<file path="src/rtl/arbiter_client.sv">
// Requester-side client for one round-robin arbiter port: takes burst commands,
// requests the bus, streams beats while granted, then releases. Option macro: ARBITER_CLIENT_BACK2BACK_EN.
module arbiter_client #(
    parameter int DATA_WIDTH = 32,
    parameter int MAX_BURST  = 16,
    localparam int LEN_W     = $clog2(MAX_BURST)
) (
    input  logic                  clk_i,
    input  logic                  rst_ni,
    input  logic                  cmd_valid_i,
    output logic                  cmd_ready_o,
    input  logic [LEN_W-1:0]      cmd_len_i,
    input  logic                  s_valid_i,
    output logic                  s_ready_o,
    input  logic [DATA_WIDTH-1:0] s_data_i,
    output logic                  request_o,
    input  logic                  grant_i,
    output logic                  bus_valid_o,
    output logic [DATA_WIDTH-1:0] bus_data_o,
    output logic                  bus_last_o,
    output logic                  busy_o
);

    typedef enum logic [1:0] {
        ST_IDLE,
        ST_WAIT,
        ST_XFER,
        ST_DRAIN
    } state_e;

    state_e                  state_q;
    logic [LEN_W-1:0]        len_q;
    logic [LEN_W-1:0]        cnt_q;
    logic                    request_q;
    logic                    bus_valid_q;
    logic                    bus_last_q;
    logic [DATA_WIDTH-1:0]   bus_data_q;

    logic xfer_phase;
    logic beat_fire;
    logic last_beat;
    logic cmd_fire;

    assign xfer_phase = (state_q == ST_WAIT) || (state_q == ST_XFER);
    // Grant seen in DRAIN/IDLE is the arbiter's registered lag and must not pull a beat.
    assign s_ready_o  = xfer_phase && grant_i;
    assign beat_fire  = s_ready_o && s_valid_i;
    assign last_beat  = beat_fire && (cnt_q == len_q);

`ifdef ARBITER_CLIENT_BACK2BACK_EN
    logic chained_q;
    logic chain_ok;

    // Only one command may chain onto a held grant; the next last beat always releases.
    assign chain_ok    = last_beat && !chained_q;
    assign cmd_ready_o = rst_ni && ((state_q == ST_IDLE) || chain_ok);
`else
    assign cmd_ready_o = rst_ni && (state_q == ST_IDLE);
`endif

    assign cmd_fire    = cmd_valid_i && cmd_ready_o;
    assign request_o   = request_q;
    assign bus_valid_o = bus_valid_q;
    assign bus_last_o  = bus_last_q;
    assign bus_data_o  = bus_data_q;
    assign busy_o      = (state_q != ST_IDLE);

    always_ff @(posedge clk_i or negedge rst_ni) begin
        if (!rst_ni) begin
            state_q     <= ST_IDLE;
            len_q       <= '0;
            cnt_q       <= '0;
            request_q   <= 1'b0;
            bus_valid_q <= 1'b0;
            bus_last_q  <= 1'b0;
            bus_data_q  <= '0;
`ifdef ARBITER_CLIENT_BACK2BACK_EN
            chained_q   <= 1'b0;
`endif
        end else begin
            bus_valid_q <= beat_fire;
            bus_last_q  <= last_beat;
            if (beat_fire) begin
                bus_data_q <= s_data_i;
            end

            case (state_q)
                ST_IDLE: begin
                    if (cmd_fire) begin
                        len_q     <= cmd_len_i;
                        cnt_q     <= '0;
                        request_q <= 1'b1;
                        state_q   <= ST_WAIT;
`ifdef ARBITER_CLIENT_BACK2BACK_EN
                        chained_q <= 1'b0;
`endif
                    end
                end

                ST_WAIT, ST_XFER: begin
                    if (beat_fire) begin
                        if (last_beat) begin
`ifdef ARBITER_CLIENT_BACK2BACK_EN
                            if (cmd_fire) begin
                                len_q     <= cmd_len_i;
                                cnt_q     <= '0;
                                chained_q <= 1'b1;
                                state_q   <= ST_XFER;
                            end else begin
                                request_q <= 1'b0;
                                state_q   <= ST_DRAIN;
                            end
`else
                            request_q <= 1'b0;
                            state_q   <= ST_DRAIN;
`endif
                        end else begin
                            cnt_q   <= cnt_q + LEN_W'(1);
                            state_q <= ST_XFER;
                        end
                    end
                end

                ST_DRAIN: begin
                    state_q <= ST_IDLE;
                end

                default: begin
                    state_q <= ST_IDLE;
                end
            endcase
        end
    end

endmodule

</file>
<file path="config.mk">
export PLATFORM = sky130hd
export DESIGN_NAME = arbiter_client
export DESIGN_NICKNAME = d
export VERILOG_FILES = /design/src/rtl/arbiter_client.sv
export SDC_FILE = /design/constraint.sdc
export NUM_CORES = 1
export LEC_CHECK = 0
export BUFFER_PORTS_ARGS = -buffer_cell sky130_fd_sc_hd__buf_2
export CAP_MARGIN = 20
export CORE_ASPECT_RATIO = 1.75
export CORE_UTILIZATION = 51
export CTS_CLUSTER_SIZE = 20
export DETAILED_ROUTE_END_ITERATION = 8
export PLACE_DENSITY_LB_ADDON = 0.08
export SLEW_MARGIN = 0
export SYNTH_ARGS = -nofsm -noshare
export SYNTH_HDL_FRONTEND = slang
export SYNTH_SLANG_ARGS = --single-unit
export TNS_END_PERCENT = 1
</file>
<file path="constraint.sdc">
create_clock -name clk_i -period 3 [get_ports clk_i]
set_input_delay 0.3 -clock clk_i [delete_from_list [all_inputs] [get_ports clk_i]]
set_output_delay 0.3 -clock clk_i [all_outputs]
set_load 0.05 [all_outputs]
</file>
# --- Word-level counts from Yosys, hierarchy flattened ---
# Cells that the tools add are included.
classes:
  muxes: 12
  n_reduce_logical: 14
  add_sub_neg: 1
  eq_ne: 8
op_table:
  columns: ["op", "n"]
  rows:
  - ["2-to-1 mux 4 bit", 3]
  - ["!= test 2 bit, second input constant", 4]
  - ["case mux 4 bit (2 select lines)", 1]
  - ["AND reduction 4 bit", 2]
  - ["case mux 2 bit (3 select lines)", 1]
  - ["logical AND 1 bit", 5]
  - ["adder 4 x 1 -> 4 bit, second input constant", 1]
  - ["== test 2 bit, second input constant", 2]
  - ["== test 4 bit", 1]
  - ["2-to-1 mux 1 bit", 4]
  - ["2-to-1 mux 2 bit", 2]
  - ["AND reduction 2 bit", 2]
  - ["nonzero test 2 bit", 2]
  - ["== test 2 x 1 -> 1 bit, second input constant", 1]
  - ["logical NOT 2 bit", 1]
  - ["case mux 1 bit (2 select lines)", 1]
  - ["OR reduction 2 bit", 1]
  - ["logical OR 1 bit", 1]
word_totals:
  input_bits: 41
  regBits: 45
  elab_cells: 42

# --- Longest topological paths before layout ---
# Gate-level depths: netlist of run 1.
logic_depth:
  depth_word: 8
  mapped_depth: 8
  ltp_nobuf: 8

# --- Worst setup path after synthesis of run 1 ---
# OpenSTA, ideal clock, no wires.
synth_timing:
  kind: "register -> register"
  from: "reg state_q[0]"
  to: "reg cnt_q[1]"
  period_less_slack_ns: 2.246
  arrival_ns: 2.120
  required_ns: 2.874
  setup_ns: 0.126
  setup_slack_ns: 0.754
  n_path_buf: 0
  stages_incl_launch_ff: 9
  path_cell_list: "dfrtp_1 -> inv_1 -> ha_1 -> and2_1 -> nand2_1 -> inv_2 -> o41a_1 -> o21ai_0 -> a221o_1"
synth_between:
  elab_chain_cells: 7
  elab_cells_between_ends: 16
synth_lines:
  columns: ["element", "line_no", "text"]
  rows:
  - ["from (decl)", "31", "state_e state_q;"]
  - ["from (signal assigned)", "70", "state_q <= ST_IDLE;"]
  - ["from (signal assigned)", "93", "state_q <= ST_WAIT;"]
  - ["from (signal assigned)", "115", "state_q <= ST_DRAIN;"]
  - ["== test 2 x 1 -> 1 bit / == test 2 bit (equally long branches)", "44", "assign xfer_phase = (state_q == ST_WAIT) || (state_q == ST_XFER);"]
  - ["logical OR 1 bit *", "44", null]
  - ["logical AND 1 bit *", "46", "assign s_ready_o = xfer_phase && grant_i;"]
  - ["net s_ready_o", "14", "output logic s_ready_o,"]
  - ["logical AND 1 bit *", "47", "assign beat_fire = s_ready_o && s_valid_i;"]
  - ["logical AND 1 bit", "48", "assign last_beat = beat_fire && (cnt_q == len_q);"]
  - ["!= test 2 bit (no line)", null, null]
  - ["AND reduction 4 bit (no line) *", null, null]
  - ["to (signal assigned)", "118", "cnt_q <= cnt_q + LEN_W'(1);"]
  - ["to (decl)", "33", "logic [LEN_W-1:0] cnt_q;"]
# Mark *: on every way through the listed nets, which the timed path passes. The rest lies on a longest branch.
# A chain may end at the register's enable or synchronous reset.

# --- Final worst setup path of run 1 ---
layout_timing:
  from: "reg state_q[1]"
  to: "reg cnt_q[3]"
layout_between:
  elab_chain_cells: 7
  elab_cells_between_ends: 16
layout_lines:
  columns: ["element", "line_no"]
  rows:
  - ["== test 2 x 1 -> 1 bit / == test 2 bit (equally long branches)", "44, 87"]
  - ["logical OR 1 bit", "44"]
  - ["logical AND 1 bit", "46"]
  - ["logical AND 1 bit", "47"]
  - ["logical AND 1 bit", "48"]
  - ["!= test 2 bit (no line)", null]
  - ["AND reduction 4 bit (no line)", null]
# Parallel ways exist; a longest one is shown, timed or not.

==> results of run 1 <==
repair_timing:
| action | CTS | global route |
|---|---|---|
| endpoints found under the hold margin | 2 | 0 |
| setup buffers | 0 | 0 |
| gates resized for setup | 0 | 0 |
| hold buffers | 1 | 0 |
registers in the layout, summed over array words and instances (netlist names):
name         flops
cnt_q            4
state_q          2
len_q            4
bus_valid_o      1
bus_data_o      32
request_o        1
bus_last_o       1
layer usage:
metal  routed length [µm]  share of wire
met4                   98          0.023
met3                  227          0.053
met5                    0              0
met2                 2320           0.54
met1                 1640           0.38
cells in the mapped netlist:
master / number / area share
a211o_2: 1 / 0.0053
a21boi_0: 1 / 0.0040
a21oi_1: 3 / 0.0080
a221o_1: 1 / 0.0053
a22o_1: 2 / 0.0093
and2_1: 2 / 0.0067
and3_2: 2 / 0.0080
buf_1: 3 / 0.0060
clkbuf_1: 4 / 0.0080
dfrtp_1: 45 / 0.60
ha_1: 3 / 0.020
inv_1: 5 / 0.010
inv_2: 1 / 0.0020
mux2_2: 4 / 0.024
nand2_1: 105 / 0.21
nand3_1: 1 / 0.0027
nand3b_1: 1 / 0.0040
nand4_1: 1 / 0.0033
nor2_1: 3 / 0.0060
nor4_1: 1 / 0.0033
o211ai_1: 1 / 0.0040
o21ai_0: 4 / 0.011
o21bai_1: 1 / 0.0040
o221ai_1: 1 / 0.0047
o22ai_1: 1 / 0.0033
o311ai_0: 1 / 0.0047
o41a_1: 1 / 0.0060
xor2_1: 4 / 0.019
critical path, delay by kind of cell, from the launching register on:
family,cells,cell delay (ns)
flops,1,0.37
fa+ha+maj,1,0.46
simple gates,3,0.45
buf+inv,3,0.57
compound gates,2,0.31
cell families (layout without fill, tap and decap cells):
family | Yosys count | count (layout) | synth area share
AO/OA/AOI/OAI | 18 | 18 | 0.0692
XOR/XNOR | 4 | 4 | 0.0186
adder cells (fa/ha/maj) | 3 | 3 | 0.0200
buffers and inverters | 13 | 95 | 0.0259
flip-flops | 45 | 45 | 0.599
multiplexers | 4 | 4 | 0.0240
AND/OR/NAND/NOR | 116 | 116 | 0.244
worst max-delay path by stage:
stage	start	endpoint	slack [ns]
detailed placement	state_q[1]	cnt_q[3]	0.70
global placement	state_q[1]	cnt_q[3]	0.79
finish	state_q[1]	cnt_q[3]	0.69
floorplan	state_q[0]	cnt_q[1]	0.75
CTS	state_q[1]	cnt_q[3]	0.69
global route	state_q[1]	cnt_q[3]	0.48
power groups by stage:
stage / sequential [mW] / combinational, mW / clock [mW]
3_3_place_gp: 1.04 / 1.68 / 0
6_report: 1.03 / 1.71 / 0.367
2_1_floorplan: 1.74 / 0.586 / 0
3_5_place_dp: 1.04 / 1.72 / 0
4_1_cts: 1.04 / 1.72 / 0.376
5_1_grt: 1.07 / 1.84 / 0.405
metrics by stage:
step | utilization | power [mW] | area (µm²) | std cells | setup slack [ns]
after global placement | 0.677 | 2.71 | 2320 | 322 | 0.791
final | 0.705 | 3.11 | 2420 | 330 | 0.691
after global routing | 0.705 | 3.31 | 2420 | 330 | 0.484
after CTS | 0.705 | 3.13 | 2420 | 330 | 0.688
after floorplan | - | 2.33 | 1880 | 203 | 0.754
after detailed placement | 0.677 | 2.76 | 2320 | 322 | 0.698
final cells by class:
| class | instances | area share |
|---|---|---|
| Timing Repair Buffer | 82 | 0.175 |
| Inverter | 6 | 0.00931 |
| Clock buffer | 7 | 0.0357 |
| Sequential cell | 45 | 0.465 |
| Multi-Input combinational cell | 145 | 0.292 |
| Tap cell | 45 | 0.0233 |
==> results.yml, run 1 <==
worst_setup_path:
  r2r_setup_slack_ns: 0.69
  critical_path_arrival_ns: 2.45
  path_max_fanout: 22
  reg2reg_depth: 9
  cp_slowest_stage_delay_ns: 0.46
  timing.rr.end: "cnt_q[3]"
  endpoint_kind: "flop"
  cp_slowest_cell: "ha_1"
  timing.rr.start: "state_q[1]"
  path_class: "flop to flop"
  crit_chain: "inv_1, ha_1, and2_1, nand2_1, inv_2, buf_4, nand4_1, o211ai_1, o311ai_0"
  startpoint_type: "flop"
  cp.required_ns: 3.14
power:
  p_int_mw: 1.48
  p_sw_mw: 1.63
  pwr-share-clk: 0.118
  p_leak_nw: 1.40
  seq_power_share: 0.333
  swShare: 0.525
  ir_worst_vdd_v: 0.000801
  p_per_area_mw_per_mm2: 1280
  power_frac_comb: 0.549
clocking:
  cts-buffers-inserted: 5
  clock-sinks: 45
  clockBufferDepth: 2
  worstSkewPairLatency_ns: 0.29
  clk_transition_reported_paths_ns: 0.08
  htree_levels: 2
  tritoncts: "done"
  clock-root-buffer: "clkbuf_8"
finish:
  multiInputGateArea_um2: 706
  register_area_mm2: 0.00113
  area.growth.synth_to_final_pct: 28.7
  finalNetCount: 329
  fillers: 321
  final_common_cell: "nand2_1"
  mostFrequentLayoutCells: "nand2_1, buf_2, dfrtp_1"
  insertedDiodeCount: 0
  drive_above_1_share: 0.333
floorplan:
  die_y_um: 82.3
  die_area_mm2: 0.00394
  core_mm2: 0.00343
  initial_utilization: 0.548
  rows: 28
  chipWidth_um: 47.9
  ioPinCount: 79
detailed_routing:
  drt-wirelength-per-cell_um: 13.0
  avgViaCountPerCell: 5.05
  postRouteWirelength_um: 4290
  drtPass1Iterations: 4
  dr_total_vias: 1665
  dr.first_iter.drc_count: 25
  drc_errors: 0
  ant_nets: 0
min_path:
  hp-start: "s_data_i[1]"
  hold_end: "bus_data_o[1]"
  hold_path_class: "input port to flop"
  holdPathStages: 3
global_routing:
  grt_pass1_vias: 1494
  use_met1: 0.277
  antenna_found_initial: 0
  use_met2: 0.396
  grt_pass1_wl_um: 6530
  grtUsageMet3: 0.0630
  overflow: 0
  grt-busiest-layer: "met2"
  grt_start_max_net_pins: 45
  grtUsageTotal: 0.237
outcome:
  status: "completed"
synth:
  postSynthAreaPerCell_um2: 9.26
  syn-cell-area_mm2: 0.00188
  synth-seq-area-share: 0.599
  yosys_warnings: 0
  synth_cells: 203
  syn_nets: 247
  yosysUniqueCellTypes: 28
  synth-seq-cells: 45
timing:
  tightest_slew_ns: 0.659
  setup_viol: 0
  rsz0062_at_grt: "false"
  slew_headroom: 0.557
  fin_worst_skew_ns: 0.00231
  fin_crit_sh: 0.770
  final_max_slew_viol_count: 0
  setup_tns_ns: 0
  finalHoldViolCount: 0
  fin_crit_ns: 2.31
  whs_ns: 0.193
  clock.fmax_mhz: 433
run:
  maxCapViolations: 0
placed_design:
  hpwlAfterDp_um: 3200
  port_buffers: 78
  gp_congestion: 0.876
No activity file was read; power rests on OpenSTA's default activity.
==> inputs of run 2 (changes only) <==
--- a/config.mk
+++ b/config.mk
@@ -8,7 +8,7 @@
 export BUFFER_PORTS_ARGS = -buffer_cell sky130_fd_sc_hd__buf_2
 export CAP_MARGIN = 20
 export CORE_ASPECT_RATIO = 1.75
-export CORE_UTILIZATION = 51
+export CORE_UTILIZATION = 42
 export CTS_CLUSTER_SIZE = 20
 export DETAILED_ROUTE_END_ITERATION = 8
 export PLACE_DENSITY_LB_ADDON = 0.08
==> constraint.sdc (replaced) <==
create_clock -name clk_i -period 1.96 [get_ports clk_i]
set_input_delay 0.196 -clock clk_i [delete_from_list [all_inputs] [get_ports clk_i]]
set_output_delay 0.196 -clock clk_i [all_outputs]
set_load 0.05 [all_outputs]
==> run 2 against run 1 <==
Highest routed layer unchanged. Global-route usage decreased by 3.9 points. Die area increased by 21%. First-iteration DRC count decreased by 16%. Cell area increased by 3.4%. Sequential share of layout area decreased by 1.5 points. Via count decreased by 2.9%.
==> results.yml, run 2 (synthesis results as in run 1) <==
run:
  maxCapViolations: 0
floorplan:
  die_area_mm2: 0.00476
  chipWidth_um: 52.6
  initial_utilization: 0.445
  die_y_um: 90.5
  core_mm2: 0.00423
  ioPinCount: 79
  rows: 31
finish:
  fin_cells: 340
  mostFrequentLayoutCells: "nand2_1, buf_2, dfrtp_1"
  final_common_cell: "nand2_1"
  largest_reg_flops: 32
  area.growth.synth_to_final_pct: 33.0
  fillers: 389
  drive_above_1_share: 0.354
  finish.utilization: 0.592
  insertedDiodeCount: 0
  multiInputGateArea_um2: 711
  finalNetCount: 334
  register_area_mm2: 0.00113
worst_setup_path:
  critPathBufInv: 2
  cp.required_ns: 2.14
  path_max_fanout: 7
  worst-path-stages: 8
  crit_chain: "inv_1, ha_1, and2_4, nand2_2, inv_2, o41a_1, a22o_1, a221o_1"
  timing.rr.start: "state_q[0]"
  timing.rr.end: "cnt_q[1]"
  critical_path_arrival_ns: 2.03
  cp_slowest_stage_delay_ns: 0.36
  path_class: "flop to flop"
  endpoint_kind: "flop"
  cp_slowest_cell: "dfrtp_1"
  reg2reg_depth: 8
  cp-startpoint: "state_q[0]"
  r2r_setup_slack_ns: 0.12
  startpoint_type: "flop"
  crit_family: "compound AO/OA/AOI/OAI gates"
  crit_path_end: "cnt_q[1]"
global_routing:
  grt_pass1_vias: 1557
  grt_start_max_net_pins: 37
  overflow: 0
  antenna_found_initial: 0
  grtUsageTotal: 0.198
  grt_pass1_wl_um: 6970
detailed_routing:
  avgViaCountPerCell: 4.76
  drc_errors: 0
  drtPass1Iterations: 4
  drt-wirelength-per-cell_um: 12.5
  dr.first_iter.drc_count: 21
  postRouteWirelength_um: 4230
  ant_nets: 0
  dr_total_vias: 1617
clocking:
  tritoncts: "done"
  clock-root-buffer: "clkbuf_8"
  clk_transition_reported_paths_ns: 0.08
  htree_levels: 2
  clockBufferDepth: 2
  cts-buffers-inserted: 5
  postCtsSetupRepairBufs: 0
  worstSkewPairLatency_ns: 0.30
  clock-sinks: 45
power:
  seq_power_share: 0.316
  swShare: 0.506
  finalPower_mw: 4.97
  ir_worst_vdd_v: 0.00107
  p_int_mw: 2.46
  p_leak_nw: 1.45
  p_per_area_mw_per_mm2: 1990
  power_frac_comb: 0.539
  p_sw_mw: 2.51
  pwr-share-clk: 0.145
timing:
  finalHoldViolCount: 0
  fin_worst_skew_ns: 0.00323
  fin_crit_sh: 0.941
  tightest_slew_ns: 0.526
  slew_headroom: 0.646
  fin_crit_ns: 1.84
  clock.fmax_mhz: 542
  setup_tns_ns: 0
  setup_viol: 0
  final_max_slew_viol_count: 0
  rsz0062_at_grt: "false"
placed_design:
  dp_cells: 331
  port_buffers: 78
  hpwlAfterDp_um: 3020
  gp_congestion: 0.864
min_path:
  hold_path_class: "input port to flop"
outcome:
  status: "completed"
==> run 2: how the worst min path moves through the flow <==
stage                      start        endpoint  slack, ns  cells past startpoint
finish               s_data_i[5]   bus_data_o[5]       0.08                      3
global route        s_data_i[16]  bus_data_o[16]       0.08                      3
CTS                 s_data_i[18]  bus_data_o[18]       0.07                      3
detailed placement        rst_ni  bus_data_o[23]       0.09                      1
global placement          rst_ni  bus_data_o[23]       0.09                      1
floorplan                 rst_ni   bus_data_o[0]       -0.1                      0
==> run 2: worst min-delay path, stage by stage <==
cell and delay, ns:
buf_2 0.07, nand2_1 0.04, nand2_1 0.04
==> run 2: final cells by class <==
type	count	area share
Sequential cell	45	0.450
Multi-Input combinational cell	145	0.284
Timing Repair Buffer	87	0.186
Clock buffer	7	0.0345
Tap cell	49	0.0245
Clock inverter	1	0.0120
Inverter	6	0.00900
==> run 2: metal layers <==
metal  wire length [µm]  global-route usage
met1               1780               0.234
met2               2080               0.321
met3                259              0.0488
met4                114               0.101
met5                  0                   0
==> run 2: stage by stage <==
stage	setup WS, ns	hold WS (ns)	cell area, µm²
after global routing	0.0136	0.0766	2500
after global placement	0.170	0.0864	2370
after CTS	0.0525	0.0709	2500
final	0.115	0.0823	2500
after detailed placement	0.0855	0.0857	2370
after floorplan	0.0299	-0.0996	1890
==> run 2: power by group through the flow <==
stage / logic, mW / clock network [mW] / registers (mW)
after floorplan: 0.910 / 0 / 2.67
after global placement: 2.66 / 0 / 1.58
after detailed placement: 2.70 / 0 / 1.58
after CTS: 2.70 / 0.749 / 1.57
after global routing: 2.90 / 0.786 / 1.62
final: 2.68 / 0.722 / 1.57
==> run 2: repair_timing <==
item,in CTS,in global routing
hold buffers,1,0
gates resized for setup,0,1
setup endpoints to repair,0,1
hold endpoints to repair,9,0
==> inputs of run 3 (changes only) <==
--- a/config.mk
+++ b/config.mk
@@ -8,7 +8,7 @@
 export BUFFER_PORTS_ARGS = -buffer_cell sky130_fd_sc_hd__buf_2
 export CAP_MARGIN = 20
 export CORE_ASPECT_RATIO = 1.75
-export CORE_UTILIZATION = 42
+export CORE_UTILIZATION = 51
 export CTS_CLUSTER_SIZE = 20
 export DETAILED_ROUTE_END_ITERATION = 8
 export PLACE_DENSITY_LB_ADDON = 0.08
==> constraint.sdc (replaced) <==
create_clock -name clk_i -period 2.36 [get_ports clk_i]
set_input_delay 0.236 -clock clk_i [delete_from_list [all_inputs] [get_ports clk_i]]
set_output_delay 0.236 -clock clk_i [all_outputs]
set_load 0.05 [all_outputs]
==> run 3 against run 2 <==
Critical path type is now input port to output pin. Largest power group unchanged. Critical path depth shrank 3. Sequential share of layout area grew 1.1 points. First-iteration DRC count shrank 9.5%. Register-to-register slack gained 0.24 ns. Worst setup slack gained 0.15 ns. Non-clock buffer count shrank 4. Largest cell class unchanged. Sequential power shrank 17%. Die area shrank 17%. Global-route usage grew 2.0 points.
==> results.yml, run 3 (synthesis results as in run 1) <==
outcome:
  status: "completed"
finish:
  insertedDiodeCount: 0
  register_area_mm2: 0.00113
  area.growth.synth_to_final_pct: 29.9
  fin_area_mm2: 0.00244
  largest_reg_flops: 32
  drive_above_1_share: 0.341
  finalNetCount: 330
  final_common_cell: "nand2_1"
  fillers: 315
  finish.utilization: 0.711
  multiInputGateArea_um2: 706
  mostFrequentLayoutCells: "nand2_1, buf_2, dfrtp_1"
detailed_routing:
  avgViaCountPerCell: 4.89
  postRouteWirelength_um: 4010
  drt-wirelength-per-cell_um: 12.1
  ant_nets: 0
  drtPass1Iterations: 4
  dr_total_vias: 1624
  dr.first_iter.drc_count: 19
  drc_errors: 0
clocking:
  clk_transition_reported_paths_ns: 0.08
  cts-buffers-inserted: 5
  clock-root-buffer: "clkbuf_8"
  worstSkewPairLatency_ns: 0.29
  htree_levels: 2
  tritoncts: "done"
  clockBufferDepth: 2
  clock-sinks: 45
  ctsResizeCount: 0
timing:
  finalHoldViolCount: 0
  rsz0062_at_grt: "false"
  setup_viol: 0
  fin_crit_ns: 2.10
  slew_headroom: 0.532
  fin_worst_skew_ns: 0.00287
  setup_tns_ns: 0
  clock.fmax_mhz: 477
  final_max_slew_viol_count: 0
  tightest_slew_ns: 0.695
  fin_crit_sh: 0.888
placed_design:
  gp_congestion: 0.860
  hpwlAfterDp_um: 2840
  placed_area_mm2: 0.00233
  port_buffers: 78
min_path:
  holdPathStages: 3
  hold_end: "bus_data_o[27]"
  hold_path_class: "input port to flop"
  hp-start: "s_data_i[27]"
power:
  p_leak_nw: 1.42
  p_per_area_mw_per_mm2: 1630
  ir_worst_vdd_v: 0.00108
worst_setup_path:
  endpoint_kind: "output pin"
  path_class: "input port to output pin"
  cp.required_ns: 2.12
  crit_chain: "dlygate4sd3_1, buf_2, buf_4, and2_1, buf_2"
  cp_slowest_stage_delay_ns: 0.52
  crit_family: "buffers and inverters"
  timing.rr.start: "state_q[1]"
  path_max_fanout: 43
  critical_path_arrival_ns: 1.86
  startpoint_type: "input port"
  reg2reg_depth: 9
  critPathBufInv: 4
  crit_top_cell: "buf_2"
  r2r_setup_slack_ns: 0.36
  timing.rr.end: "cnt_q[3]"
  cp_slowest_cell: "dlygate4sd3_1"
floorplan:
  die_y_um: 82.3
  chipWidth_um: 47.9
  die_area_mm2: 0.00394
  rows: 28
  initial_utilization: 0.548
  core_mm2: 0.00343
  ioPinCount: 79
global_routing:
  grt_pass1_wl_um: 6080
  overflow: 0
  grt_pass1_vias: 1451
  antenna_found_initial: 0
  grtUsageTotal: 0.218
  grt_start_max_net_pins: 44
run:
  maxCapViolations: 0
==> run 3: cell types whose count changed in the layout (fill, tap and decap cells not counted) <==
cell / before / now
clkbuf_8: 6 / 7
clkinv_2: 0 / 1
and2_4: 1 / 0
clkbuf_1: 1 / 0
buf_4: 7 / 4
nand2_1: 104 / 105
and2_1: 1 / 2
bufinv_16: 1 / 0
buf_6: 1 / 0
nand2_2: 1 / 0
==> run 3: worst min-delay path: cells and delay by family <==
family,cells,cell delay [ns]
AND/OR/NAND/NOR,2,0.08
buffers and inverters,1,0.07
==> run 3: timing repair <==
action	CTS	global route
hold endpoints to repair	3	0
setup buffers	0	0
hold buffers	1	0
==> run 3: per-layer routing <==
layer | part of all wire | vias up | track usage
met5 | 0 | - | 0
met4 | 0.018 | 0 | 0.0833
met3 | 0.056 | 9 | 0.0565
met2 | 0.53 | 60 | 0.381
met1 | 0.40 | 744 | 0.240
li1 | - | 811 | -
==> run 3: layout make-up <==
type	instances	share of cell area
clock buffers	7	0.0394
well taps	45	0.0231
inverters	6	0.00922
repair buffers	83	0.176
multi-input cells	145	0.289
flip-flops and latches	45	0.461
clock inverters	1	0.00205
==> run 3: how the worst max path moves through the flow <==
stage | cells after the start | slack (ns) | startpoint | endpoint
CTS | 5 | 0.22 | rst_ni | cmd_ready_o
global route | 5 | 0.07 | rst_ni | cmd_ready_o
floorplan | 8 | 0.11 | state_q[0] | cnt_q[1]
global placement | 6 | 0.49 | state_q[0] | cnt_q[2]
finish | 5 | 0.26 | rst_ni | cmd_ready_o
detailed placement | 9 | 0.38 | state_q[1] | cnt_q[3]
==> run 3: stage by stage <==
step | instances | power, mW | hold WS (ns) | setup slack, ns
after global routing | 332 | 4.24 | 0.118 | 0.0699
after global placement | 323 | 3.47 | 0.0631 | 0.487
after floorplan | 203 | 2.96 | -0.0596 | 0.114
final | 332 | 3.98 | 0.125 | 0.263
after CTS | 332 | 4.02 | 0.116 | 0.220
after detailed placement | 323 | 3.50 | 0.0676 | 0.379
==> run 3: report_power, final <==
group          internal, mW  leakage, nW  switching, mW
Combinational         0.549        0.803           1.62
Clock                 0.265       0.0542          0.244
Sequential             1.11        0.562          0.195
Total                  1.92         1.42           2.06
